## src/rtl/cpu_run_ctrl.sv

```systemverilog
// cpu_run_ctrl: run-control sequencer and program store for the 1-bit accumulator CPU.
// Ports:
//   clk, rst                    clock, synchronous active-high reset
//   cmd_valid/ready/op/arg      host command (HALT, STEP, RUN, RUN_N)
//   cmd_err                     one-cycle pulse when a command is dropped
//   bp_en, bp_addr              PC breakpoint
//   ld_valid/ready/addr/data    program load, accepted only while halted
//   cpu_pc, cpu_data            instruction fetch at the CPU program counter
//   cpu_en                      CPU executes one instruction at the next edge
//   state, bp_hit, step_cnt     status: run state, breakpoint stop, retired count
module cpu_run_ctrl #(
   parameter int ADDR_W = 4,
   parameter int CNT_W  = 8
) (
   input  logic              clk,
   input  logic              rst,
   input  logic              cmd_valid,
   output logic              cmd_ready,
   input  logic [1:0]        cmd_op,
   input  logic [CNT_W-1:0]  cmd_arg,
   output logic              cmd_err,
   input  logic              bp_en,
   input  logic [ADDR_W-1:0] bp_addr,
   input  logic              ld_valid,
   output logic              ld_ready,
   input  logic [ADDR_W-1:0] ld_addr,
   input  logic              ld_data,
   input  logic [ADDR_W-1:0] cpu_pc,
   output logic              cpu_data,
   output logic              cpu_en,
   output logic [1:0]        state,
   output logic              bp_hit,
   output logic [CNT_W-1:0]  step_cnt
);
   localparam logic [1:0] S_HALT = 2'd0, S_RUN = 2'd1, S_RUNN = 2'd2, S_STEP = 2'd3;
   localparam logic [1:0] OP_HALT = 2'd0, OP_STEP = 2'd1, OP_RUN = 2'd2, OP_RUN_N = 2'd3;
   logic [2**ADDR_W-1:0] mem;
   logic [1:0]           state_nx;
   logic [CNT_W-1:0]     rem, rem_nx;
   logic                 first, first_nx, bp_hit_nx, err_nx, bp_match;
   always_ff @(posedge clk) begin
      if (rst) begin
         state    <= S_HALT;
         rem      <= '0;
         first    <= 1'b0;
         bp_hit   <= 1'b0;
         cmd_err  <= 1'b0;
         step_cnt <= '0;
         mem      <= '0;
      end else begin
         state    <= state_nx;
         rem      <= rem_nx;
         first    <= first_nx;
         bp_hit   <= bp_hit_nx;
         cmd_err  <= err_nx;
         step_cnt <= step_cnt + CNT_W'(cpu_en);
         if (ld_valid && ld_ready) mem[ld_addr] <= ld_data;
      end
   end
   always_comb begin
      state_nx  = state;
      rem_nx    = rem;
      first_nx  = first && !cpu_en;
      bp_hit_nx = bp_hit;
      err_nx    = 1'b0;
      if (state != S_HALT && bp_match) begin
         state_nx  = S_HALT;
         bp_hit_nx = 1'b1;
      end else if (cmd_valid && cmd_op == OP_HALT) begin
         state_nx = S_HALT;
      end else if (cmd_valid && state == S_HALT) begin
         // RUN_N with a zero count is silently ignored
         if (cmd_op != OP_RUN_N || cmd_arg != '0) begin
            state_nx  = cmd_op == OP_STEP ? S_STEP : cmd_op == OP_RUN ? S_RUN : S_RUNN;
            rem_nx    = cmd_op == OP_RUN_N ? cmd_arg : rem;
            first_nx  = 1'b1;
            bp_hit_nx = 1'b0;
         end
      end else begin
         // a dropped command must not stall STEP/RUNN progress
         err_nx = cmd_valid;
         if (state == S_STEP && cpu_en) state_nx = S_HALT;
         if (state == S_RUNN && cpu_en) begin
            rem_nx = rem - CNT_W'(1);
            if (rem == CNT_W'(1)) state_nx = S_HALT;
         end
      end
   end
   // first suppresses the breakpoint so a resume executes the stopped instruction once
   always_comb begin
      bp_match  = bp_en && cpu_pc == bp_addr && !first && state != S_STEP;
      cpu_en    = state != S_HALT && !bp_match;
      ld_ready  = state == S_HALT;
      cmd_ready = 1'b1;
      cpu_data  = mem[cpu_pc];
   end
endmodule

```

## config.mk

```make
export PLATFORM = sky130hd
export DESIGN_NAME = cpu_run_ctrl
export DESIGN_NICKNAME = d
export VERILOG_FILES = /design/src/rtl/cpu_run_ctrl.sv
export SDC_FILE = /design/constraint.sdc
export NUM_CORES = 1
export LEC_CHECK = 0
export ABC_AREA = 1
export CAP_MARGIN = 5
export CORE_MARGIN = 2
export CORE_UTILIZATION = 40
export CTS_BUF_LIST = sky130_fd_sc_hd__clkbuf_8 sky130_fd_sc_hd__clkbuf_16
export CTS_CLUSTER_SIZE = 28
export DETAILED_ROUTE_END_ITERATION = 7
export DONT_BUFFER_PORTS = 1
export SKIP_CTS_REPAIR_TIMING = 1
export SLEW_MARGIN = 10
export SYNTH_ARGS = -nofsm -noshare
export SYNTH_HDL_FRONTEND = slang
export SYNTH_SLANG_ARGS = --single-unit
```

## constraint.sdc

```tcl
create_clock -name clk -period 1.81 [get_ports clk]
set_input_delay 0.2715 -clock clk [delete_from_list [all_inputs] [get_ports clk]]
set_output_delay 0.2715 -clock clk [all_outputs]
set_load 0.01 [all_outputs]
```

### After elaboration in Yosys (flattened, before gate mapping)

Cells that the tools add are included.

* output and inout port bits: 16
* register bits after elaboration: 37
* logic and storage cells: 77

* reduce and logical (&&, ||, !) cells: 27
* $add $sub $neg: 2
* muxes and demuxes: 24
* eq/ne operators: 12
* bitwise gates (word level): 2
* order comparisons: 3

Operator list (count)
* 8-bit two-way mux: 4
* 16-bit bitwise mux: 1
* 2-bit two-way mux: 7
* 1-bit logical AND: 12
* 4-bit by 5-bit less-than comparator with 1-bit output (second input constant): 2
* 1-bit two-way mux: 10
* 8-bit by 1-bit adder with 8-bit output: 1
* 2-bit == test (second input constant): 4
* 8-bit by 1-bit == test with 1-bit output (second input constant): 1
* 2-bit nonzero test: 4
* 8-bit nonzero test: 1
* 8-bit by 1-bit subtractor with 8-bit output (second input constant): 1
* 2-bit inequality test (second input constant): 3
* 5-bit AND reduction: 1
* 1-bit binary-select mux with 4-bit select: 1
* 1-bit demux with 4-bit select: 1
* 4-bit == test: 1
* 4-bit by 1-bit greater-or-equal comparator with 1-bit output (second input constant): 1
* 2-bit zero test: 2
* 2-bit by 1-bit inequality test with 1-bit output (second input constant): 2
* 4-bit OR reduction: 1
* 1-bit zero test: 3
* 3-bit AND reduction: 1
* 3-bit OR reduction: 1
* other kinds (3): 4

### Longest topological paths before layout

Gate-level depths: netlist of run 1.

* word-level depth: 12
* gate-level depth with buffers: 15
* gate-level depth less buffers: 14

### Worst setup path after synthesis of run 1

OpenSTA, ideal clock, no wires.

* kind: reg-to-reg
* from: reg state[0]
* to: reg step_cnt[7]
* data arrival time: 1.649 ns
* setup slack: 0.034 ns
* data required time: 1.682 ns
* setup time: 0.128 ns
* cell stages (with the launch flop): 14
* path buffers: 0
* cell sequence: dfxtp_1 nand2_1 nand2_1 nor2_1 nand3_2 nand2_1 inv_1 ha_1 nand3_1 nor2_1 and3_1 nand2_1 xor2_1 nor2_1

* longest elaborated chain between the ends: 5

Ends and longest elaborated chain
* from (decl): line 31 `output logic [1:0] state,`
* from (signal assigned): line 51 `state <= state_nx;`
* 2-bit inequality test: line 91 `bp_match = bp_en && cpu_pc == bp_addr && !first && state != S_STEP;`
* 1-bit logical AND: line 91
* 1-bit zero test: line 92 `cpu_en = state != S_HALT && !bp_match;`
* 1-bit logical AND *: line 92
* via cpu_en: line 30 `output logic cpu_en,`
* 8-bit by 1-bit adder with 8-bit output *: line 56 `step_cnt <= step_cnt + CNT_W'(cpu_en);`
* to (signal assigned): line 56
* to (decl): line 33 `output logic [CNT_W-1:0] step_cnt`

The timed path passes the listed nets; every way through them passes the cells marked *.
A chain may end at the register's enable or synchronous reset.

### Worst setup path after layout of run 1

* from: reg state[1]
* to: reg step_cnt[7]

* longest elaborated chain between the ends: 5

Ends and longest elaborated chain (line)
* 2-bit inequality test: 91
* 1-bit logical AND: 91
* 1-bit zero test: 92
* 1-bit logical AND *: 92
* 8-bit by 1-bit adder with 8-bit output *: 56

Mark *: on every way between the ends. The rest lies on a longest branch, timed or not.

==> flow_metrics.py, run 1 <==
metrics = {
    "setup_path": {
        "arrival_ns": 1.84,
        "startpoint_type": "flip-flop",
        "worst_path_max_delay_cell": "dfxtp_1",
        "required_ns": 1.99,
        "path_class": "reg2reg",
        "path_max_fanout": 3,
        "crit_path_frequent_cell": "nand2_1",
        "critical_path.cell_chain": "nand2_1 -> nand2_1 -> nor2_2 -> nand3_2 -> nand2_1 -> inv_2 -> ha_2 -> nand3_2 -> nor2_2 -> and3_1 -> nand2_1 -> xor2_1 -> nor2_1",
        "crit_path_end_kind": "flip-flop",
        "cp_slowest_stage_delay_ns": 0.33,
    },
    "sta": {
        "finalSetupViolations": 0,
        "clock_skew_ns": 0.00910,
        "min_period_ns": 1.66,
        "final.setup.tns_ns": 0,
        "period_share": 0.916,
        "rsz0062_at_grt": "false",
        "drv_slew": 0,
        "worst_pin_slew_ns": 0.514,
        "slew_headroom": 0.656,
        "fmax_mhz": 603,
        "hold_viol": 0,
    },
    "yosys": {
        "synth_ff_type": "dfxtp_1",
        "syn_area_per_cell_sq_um": 6.51,
        "synthTopCellsByCount": "nand2_1 (68), nor2_1 (48), inv_1 (41)",
        "async_flop_share": 0,
        "yosysWarnings": 0,
        "synth_edf_count": 0,
        "seq_area_frac_synth": 0.334,
        "syn_area_sq_um": 2220,
        "yosys.area.top_type": "dfxtp_1",
        "netlist_top_cells_area": "dfxtp_1 (33%), nand2_1 (12%), nand3_1 (8.3%)",
        "synth_top_cell_area_share": 0.334,
        "ys_ff_latch": 37,
        "post_synth_num_cell_types": 35,
        "synthCells": 341,
        "syn-num-nets": 376,
        "yosysMostFrequentCell": "nand2_1",
    },
    "grt": {
        "grt_antenna_before_repair": 0,
        "track_usage": 0.177,
        "grt_pass1_wl_um": 8700,
        "grt_pass1_vias": 1960,
        "grt_max_degree": 26,
        "grt_overflow": 0,
    },
    "clocking": {
        "cts_buffers": 5,
        "h-tree-depth": 2,
        "numClockSinks": 37,
        "clk_pin_slew_worst_paths_ns": 0.07,
        "cts_tree": "done",
        "clk_latency_ns": 0.28,
        "cts_buffer_depth": 2,
        "cts-root-buf": "clkbuf_8",
    },
    "job": {
        "drv_cap": 0,
    },
    "place": {
        "dp_hpwl_um": 3950,
        "place_congestion": 0.898,
        "port_buffers": 0,
    },
    "outcome": {
        "status": "completed",
    },
    "floorplanning": {
        "core_sq_um": 5440,
        "die_w_um": 78.5,
        "num_rows": 27,
        "initial_core_util": 0.408,
        "fp.dieH_um": 78.5,
        "num_io_pins": 44,
        "dieArea_sq_um": 6160,
    },
    "pwr": {
        "p_leak_nw": 1.05,
        "p_per_area_nw_per_um2": 829,
        "totalPowerFinal_w": 0.00200,
        "ir_worst_vdd_uv": 480,
    },
    "route": {
        "via_count": 2099,
        "wl_per_cell_um": 12.7,
        "viasPerCell": 5.05,
        "antenna_left": 0,
        "first_iter_violations": 104,
        "wl_um": 5280,
        "route.detailed.drc": 0,
        "drt_pre_antenna_iters": 4,
    },
    "final_layout": {
        "nNetsFinal": 379,
        "drive_gt1_frac": 0.116,
        "fillers": 573,
        "area_growth_pct": 8.57,
        "n_antenna_cell": 0,
    },
    "min_path": {
        "hp-class": "in2reg",
    },
}
-- worst paths after layout --
kind         slack, ns      from  cells past startpoint          end
min reg2reg       0.46    mem[1]                      2       mem[1]
max reg2reg       0.15  state[1]                     13  step_cnt[7]
max               0.15  state[1]                     13  step_cnt[7]
min               0.05       rst                      1       mem[4]
-- area by class of cell --
cell class	count	area, sq um	area share
multi-input cells	247	1260	0.522
inverters	46	178	0.0738
clock inverters	1	7.51	0.00312
clock buffers	6	82.6	0.0343
flip-flops and latches	37	742	0.308
repair buffers	7	52.6	0.0218
well taps	72	90.1	0.0374
-- state kept, by name (all words and copies together), names as in the netlist --
signal / cells
cmd_err: 1
mem: 16
rem: 8
bp_hit: 1
step_cnt: 8
state: 2
first: 1
-- cells in the final DEF (no fill, tap or decap), types with 2 or more instances in the layout --
cell type,instances
buf_4,7
inv_2,4
dfxtp_1,36
inv_1,40
a21oi_1,30
nand4_1,2
nor3_1,5
nand2_2,3
nor2_2,3
o221ai_1,3
nand3_2,4
nor2_1,45
nand2_4,2
nand3_1,36
nor2_4,2
inv_4,2
ha_1,6
nand2_1,67
o21ai_0,24
clkbuf_8,6
-- logic make-up (layout without fill, tap and decap cells) --
family,after synthesis,in the layout,share of synthesized area
buffers and inverters,57,60,0.112
xor gates and xnor gates,1,1,0.00395
other,1,1,0.00169
adders and majority gates,7,7,0.0395
DFF,37,37,0.334
and+or+nand+nor,174,174,0.355
AOI/OAI and AO/OA,64,64,0.154
-- through the flow --
step                      utilization  hold slack [ns]  instance area (sq um)  cells  setup WS (ns)
after global placement          0.421            0.344                   2290    409          0.143
after global routing            0.443           0.0268                   2410    416        0.00512
after detailed placement        0.421            0.345                   2290    409          0.113
after CTS                       0.438           0.0348                   2380    416          0.101
final                           0.443           0.0497                   2410    416          0.152
after floorplan                     -            0.410                   2220    341         0.0336
-- report_power, final --
part	switching (W)	internal (W)
registers	0.0000518	0.000863
logic	0.000316	0.000187
clock network	0.000279	0.000301
total	0.000646	0.00135
-- routing by layer --
| metal | share of wire | track usage | up-vias |
|---|---|---|---|
| met3 | 0.066 | 0.0621 | 4 |
| li1 | - | - | 1106 |
| met4 | 0.0087 | 0.0526 | 0 |
| met1 | 0.46 | 0.217 | 943 |
| met2 | 0.47 | 0.292 | 46 |
| met5 | 0 | 0 | - |
-- critical path: cells and delay by family (launching register included) --
| family | cells | cell delay, ns |
|---|---|---|
| xor gates and xnor gates | 1 | 0.13 |
| adders and majority gates | 1 | 0.18 |
| buffers and inverters | 1 | 0.07 |
| DFF | 1 | 0.33 |
| and+or+nand+nor | 10 | 0.85 |
Power figures use the tool's default switching activity.
==> inputs of run 2 (changes only) <==
--- a/config.mk
+++ b/config.mk
@@ -5,7 +5,6 @@
 export SDC_FILE = /design/constraint.sdc
 export NUM_CORES = 1
 export LEC_CHECK = 0
-export ABC_AREA = 1
 export CAP_MARGIN = 5
 export CORE_MARGIN = 2
 export CORE_UTILIZATION = 40
@@ -13,7 +12,6 @@
 export CTS_CLUSTER_SIZE = 28
 export DETAILED_ROUTE_END_ITERATION = 7
 export DONT_BUFFER_PORTS = 1
-export SKIP_CTS_REPAIR_TIMING = 1
 export SLEW_MARGIN = 10
 export SYNTH_ARGS = -nofsm -noshare
 export SYNTH_HDL_FRONTEND = slang
==> run 2 against run 1 <==
Net effect:
- the flow now finishes with violations (negative setup slack)
- non-clock buffer count is 8 higher
- wire length fell by 8.4%
- first-iteration DRC count increased by 15%
- clock-buffer cell count unchanged
- fmax down 11%
- critical path depth shrank 11
- combinational power is 18% lower
- register-to-register slack worse by 0.02 ns
- core utilization rose by 1.5 points
- sequential power is 2% lower
- sequential share of layout area rose by 1.0 points
- critical path type is now reg2out
- highest routed layer unchanged
==> flow_metrics.py, run 2 <==
metrics = {
    "outcome": {
        "status": "finished with violations",
        "violations": "negative setup slack",
    },
    "clocking": {
        "cts_buffers": 5,
        "cts.hold.buffers_added": 0,
        "numClockSinks": 37,
        "cts_tree": "done",
        "h-tree-depth": 2,
        "clk_pin_slew_worst_paths_ns": 0.07,
        "cts-root-buf": "clkbuf_8",
        "cts_buffer_depth": 2,
        "clk_latency_ns": 0.28,
    },
    "floorplanning": {
        "dieArea_sq_um": 5930,
        "core_sq_um": 5140,
        "num_io_pins": 44,
        "num_rows": 26,
        "fp.dieH_um": 77.0,
        "die_w_um": 77.0,
        "initial_core_util": 0.415,
    },
    "grt": {
        "grt_overflow": 0,
        "grt_max_degree": 34,
        "track_usage": 0.172,
        "grt_pass1_wl_um": 8200,
        "grt_pass1_vias": 1693,
        "grt_antenna_before_repair": 0,
    },
    "final_layout": {
        "area_growth_pct": 10.4,
        "top_regs": "mem x16, rem x8, step_cnt x8",
        "n_antenna_cell": 0,
        "largest_reg_flops": 16,
        "final_cell_mix": "nor2_1 (33), dfxtp_1 (31), nand2_1 (22), a21oi_1 (17), buf_4 (15)",
        "fin_cells": 318,
        "drive_gt1_frac": 0.206,
        "nNetsFinal": 283,
        "final_common_cell": "nor2_1",
        "regMostFlops": "mem",
    },
    "sta": {
        "min_period_ns": 1.87,
        "setup_slack_ns": -0.0616,
        "period_share": 1.03,
        "rsz0062_at_grt": "true",
        "whs_ns": 0.0551,
        "finalSetupViolations": 1,
        "fmax_mhz": 534,
        "hold_viol": 0,
        "final.setup.tns_ns": -0.0616,
        "clock_skew_ns": 0.00824,
        "drv_slew": 0,
    },
    "yosys": {
        "synthCells": 241,
        "synth_edf_count": 0,
        "syn_area_per_cell_sq_um": 8.84,
        "syn-num-nets": 276,
        "post_synth_num_cell_types": 48,
        "synth_top_cell_area_share": 0.348,
        "netlist_top_cells_area": "dfxtp_1 (35%), nor2_1 (5.8%), mux4_1 (4.9%)",
        "yosysWarnings": 0,
        "async_flop_share": 0,
        "ys_ff_latch": 37,
        "syn_area_sq_um": 2130,
        "yosysMostFrequentCell": "dfxtp_1",
        "seq_area_frac_synth": 0.348,
        "synth_ff_type": "dfxtp_1",
        "synthTopCellsByCount": "dfxtp_1 (37), nor2_1 (33), nand2_1 (22)",
        "yosys.area.top_type": "dfxtp_1",
    },
    "pwr": {
        "p_seq_frac": 0.477,
        "comb_power_share": 0.219,
        "pwr-share-clk": 0.304,
        "p_leak_nw": 0.893,
        "power.switching_w": 0.000545,
        "p_int_w": 0.00134,
        "p_per_area_nw_per_um2": 802,
        "ir_worst_vdd_uv": 300,
        "swShare": 0.289,
        "totalPowerFinal_w": 0.00189,
    },
    "setup_path": {
        "crit_path_frequent_cell": "mux4_2",
        "crit_path_end_kind": "output pin",
        "cp_top_family": "multiplexers",
        "required_ns": 1.54,
        "r2r_slack_ns": 0.13,
        "critPathBufInv": 0,
        "cp_slowest_stage_delay_ns": 0.52,
        "path_class": "reg2out",
        "worst_path_max_delay_cell": "mux4_2",
        "path_max_fanout": 2,
        "critical_path.cell_chain": "mux4_2 -> mux4_2",
        "startpoint_type": "flip-flop",
        "arrival_ns": 1.60,
    },
    "route": {
        "wl_per_cell_um": 15.2,
        "antenna_left": 0,
        "via_count": 1726,
        "viasPerCell": 5.43,
        "drt_pre_antenna_iters": 4,
        "route.detailed.drc": 0,
        "wl_um": 4830,
        "first_iter_violations": 120,
    },
    "min_path": {
        "hp-class": "in2reg",
    },
    "place": {
        "port_buffers": 0,
        "dp_worst_setup_slack_ns": -0.0286,
        "place_congestion": 0.796,
        "placed_cells_incl_taps": 309,
        "dp_hpwl_um": 3550,
    },
    "job": {
        "drv_cap": 0,
    },
}
-- run 2: through the flow --
step           instance area [sq um]  utilization
2_1_floorplan                   2150            -
3_3_place_gp                    2250        0.439
3_5_place_dp                    2250        0.439
4_1_cts                         2330        0.454
5_1_grt                         2350        0.458
6_report                        2350        0.458
-- run 2: worst paths after layout --
path,start,endpoint,cells past startpoint
worst max register to register,rem[1],rem[7],5
worst max-delay path,mem[7],cpu_data,2
worst min-delay path,rst,step_cnt[3],1
worst min register to register,mem[14],mem[14],2
-- run 2: layout make-up --
| class | instances | area (sq um) |
|---|---|---|
| Sequential cell | 37 | 748 |
| Inverter | 5 | 18.8 |
| Multi-Input combinational cell | 184 | 1300 |
| Clock buffer | 6 | 82.6 |
| Timing Repair Buffer | 15 | 113 |
| Fill cell | 531 | 2790 |
| Clock inverter | 1 | 3.75 |
| Tap cell | 70 | 87.6 |
-- run 2: logic make-up (layout without fill, tap and decap cells) --
| logic type | Yosys count | after routing | synth area share |
|---|---|---|---|
| mux | 12 | 12 | 0.0928 |
| fa+ha+maj | 7 | 7 | 0.0411 |
| flops | 37 | 37 | 0.348 |
| compound gates | 50 | 50 | 0.183 |
| xor+xnor | 9 | 9 | 0.0405 |
| other cells | 1 | 1 | 0.00176 |
| simple gates | 105 | 105 | 0.247 |
| buf+inv | 20 | 27 | 0.0464 |
-- run 2: timing repair --
item | CTS | global route
endpoints found under the setup margin | 2 | 13
setup buffers | 0 | 2
hold endpoints to repair | 0 | 0
resized for setup | 5 | 7
pin swaps | 0 | 1
-- run 2: worst register-to-register path: stages, from the launching register on --
cell and delay (ns):
dfxtp_1 0.34, or4_4 0.57, nor2_1 0.11, nor2_1 0.04
o311ai_0 0.37, o31ai_2 0.12
-- run 2: metal layers --
layer	GRT usage	part of all wire
met4	0.0429	0.0056
met2	0.289	0.49
met5	0	0
met3	0.0471	0.048
met1	0.217	0.46
-- run 2: power groups by stage --
| stage | Clock, W | Combinational, W | Sequential (W) |
|---|---|---|---|
| after floorplan | 0 | 0.000342 | 0.000904 |
| after global placement | 0 | 0.000409 | 0.000916 |
| after detailed placement | 0 | 0.000410 | 0.000916 |
| after CTS | 0.000604 | 0.000413 | 0.000898 |
| after global routing | 0.000635 | 0.000464 | 0.000903 |
| final | 0.000573 | 0.000414 | 0.000899 |
==> inputs of run 3 (changes only) <==
--- a/config.mk
+++ b/config.mk
@@ -12,6 +12,7 @@
 export CTS_CLUSTER_SIZE = 28
 export DETAILED_ROUTE_END_ITERATION = 7
 export DONT_BUFFER_PORTS = 1
+export GPL_TIMING_DRIVEN = 0
 export SLEW_MARGIN = 10
 export SYNTH_ARGS = -nofsm -noshare
 export SYNTH_HDL_FRONTEND = slang
==> run 3 against run 2 <==
Net effect:
- the run still ends with negative setup slack left
- hold slack got worse by 0.010 ns
- clock skew is 0.0016 ns lower
- worst setup slack worse by 0.0039 ns
- sequential power about the same
- combinational power increased by 14%
- critical endpoint unchanged
==> flow_metrics.py, run 3 (synthesized netlist as in run 2, its figures left out) <==
metrics = {
    "final_layout": {
        "fillers": 565,
        "largest_reg_flops": 16,
        "drive_gt1_frac": 0.224,
        "top_regs": "mem x16, rem x8, step_cnt x8",
        "regMostFlops": "mem",
        "regArea_sq_um": 744,
        "final_common_cell": "dfxtp_1",
        "multiInputGateArea_sq_um": 1390,
        "nNetsFinal": 290,
        "n_antenna_cell": 0,
        "area_growth_pct": 15.8,
        "design_area_sq_um": 2470,
        "final_cell_mix": "dfxtp_1 (34), nor2_1 (33), nand2_1 (22), a21oi_1 (17), buf_4 (9)",
        "fin_cells": 325,
    },
    "clocking": {
        "clk_latency_ns": 0.29,
        "cts_buffer_depth": 2,
        "cts_buffers": 5,
        "numClockSinks": 37,
        "cts-root-buf": "clkbuf_8",
        "clk_pin_slew_worst_paths_ns": 0.07,
        "h-tree-depth": 2,
        "cts_tree": "done",
    },
    "place": {
        "place_congestion": 0.800,
        "port_buffers": 0,
        "placed_cells_incl_taps": 311,
        "placed_cell_area_sq_um": 2240,
        "dp_hpwl_um": 3610,
    },
    "pwr": {
        "ir_worst_vdd_uv": 376,
        "totalPowerFinal_w": 0.00196,
        "p_leak_nw": 0.913,
        "p_per_area_nw_per_um2": 793,
    },
    "setup_path": {
        "r2r-start": "state[0]",
        "crit_path_end_kind": "output pin",
        "required_ns": 1.54,
        "r2r_slack_ns": -0.05,
        "path_class": "reg2out",
        "arrival_ns": 1.60,
        "path_max_fanout": 2,
        "reg2reg_depth": 8,
        "startpoint_type": "flip-flop",
        "reg2reg_to": "step_cnt[5]",
    },
    "floorplanning": {
        "initial_core_util": 0.415,
        "core_sq_um": 5140,
        "num_io_pins": 44,
        "dieArea_sq_um": 5930,
        "fp.dieH_um": 77.0,
        "die_w_um": 77.0,
        "num_rows": 26,
    },
    "min_path": {
        "whs_path_depth": 1,
        "hold_path_end": "step_cnt[1]",
        "hp-class": "in2reg",
        "hp-start": "rst",
    },
    "route": {
        "via_count": 1805,
        "viasPerCell": 5.55,
        "antenna_left": 0,
        "wl_per_cell_um": 15.7,
        "drt_pre_antenna_iters": 4,
        "wl_um": 5100,
        "route.detailed.drc": 0,
        "first_iter_violations": 80,
    },
    "grt": {
        "grt_pass1_wl_um": 8490,
        "grt_max_degree": 11,
        "grt_pass1_vias": 1799,
        "grt_antenna_before_repair": 0,
        "track_usage": 0.178,
        "grt_overflow": 0,
    },
    "sta": {
        "finalSetupViolations": 5,
        "clock_skew_ns": 0.00669,
        "min_period_ns": 1.88,
        "drv_slew": 0,
        "setup_slack_ns": -0.0654,
        "final.setup.tns_ns": -0.169,
        "slew_headroom": 0.562,
        "rsz0062_at_grt": "true",
        "hold_viol": 0,
        "period_share": 1.04,
        "worst_pin_slew_ns": 0.658,
        "fmax_mhz": 533,
    },
    "job": {
        "drv_cap": 0,
    },
    "outcome": {
        "status": "finished with violations",
        "violations": "negative setup slack",
    },
}
-- run 3: worst max path at each step --
stage | startpoint | endpoint | slack (ns) | cells past startpoint
final | mem[7] | cpu_data | -0.07 | 2
after global routing | state[0] | step_cnt[7] | -0.14 | 8
after CTS | mem[6] | cpu_data | -0.08 | 2
after detailed placement | state[1] | step_cnt[7] | -0.17 | 8
after global placement | state[1] | step_cnt[7] | -0.16 | 8
after floorplan | state[1] | step_cnt[7] | 0.02 | 8
-- run 3: final cells by class --
class,instances,share of cell area
repair buffers,7,0.0213
clock inverters,1,0.00152
multi-input cells,185,0.563
plain buffers,14,0.0355
well taps,70,0.0355
clock buffers,6,0.0335
inverters,5,0.00761
flip-flops and latches,37,0.302
-- run 3: worst max-delay path: stages (launching register included) --
cell and delay, ns:
dfxtp_1 0.31, mux4_2 0.49, mux4_2 0.52
-- run 3: through the flow --
stage	worst slack, ns	util	hold slack [ns]
after floorplan	0.0180	-	0.343
after global placement	-0.161	0.436	0.344
after detailed placement	-0.174	0.436	0.346
after CTS	-0.0806	0.472	0.0317
after global routing	-0.141	0.480	0.0335
final	-0.0654	0.480	0.0451
-- run 3: layer usage --
| layer | track usage | part of all wire | vias to the layer above | wire (um) |
|---|---|---|---|---|
| met5 | 0 | 0 | - | 0 |
| met4 | 0.0500 | 0.015 | 0 | 74 |
| met3 | 0.0471 | 0.055 | 9 | 280 |
| met2 | 0.319 | 0.49 | 49 | 2510 |
| met1 | 0.210 | 0.44 | 857 | 2230 |
| li1 | - | - | 890 | - |
-- run 3: where the power goes --
part | internal (W) | total (W) | switching, W
Clock | 0.000297 | 0.000586 | 0.000289
Combinational | 0.000201 | 0.000471 | 0.000270
Sequential | 0.000856 | 0.000900 | 0.0000446
-- run 3: what timing repair did --
action,in CTS,in global routing
setup endpoints to repair,19,17
cloned,1,0
setup buffers,4,3
resized for setup,18,15
hold buffers,0,0
pin swaps,4,2
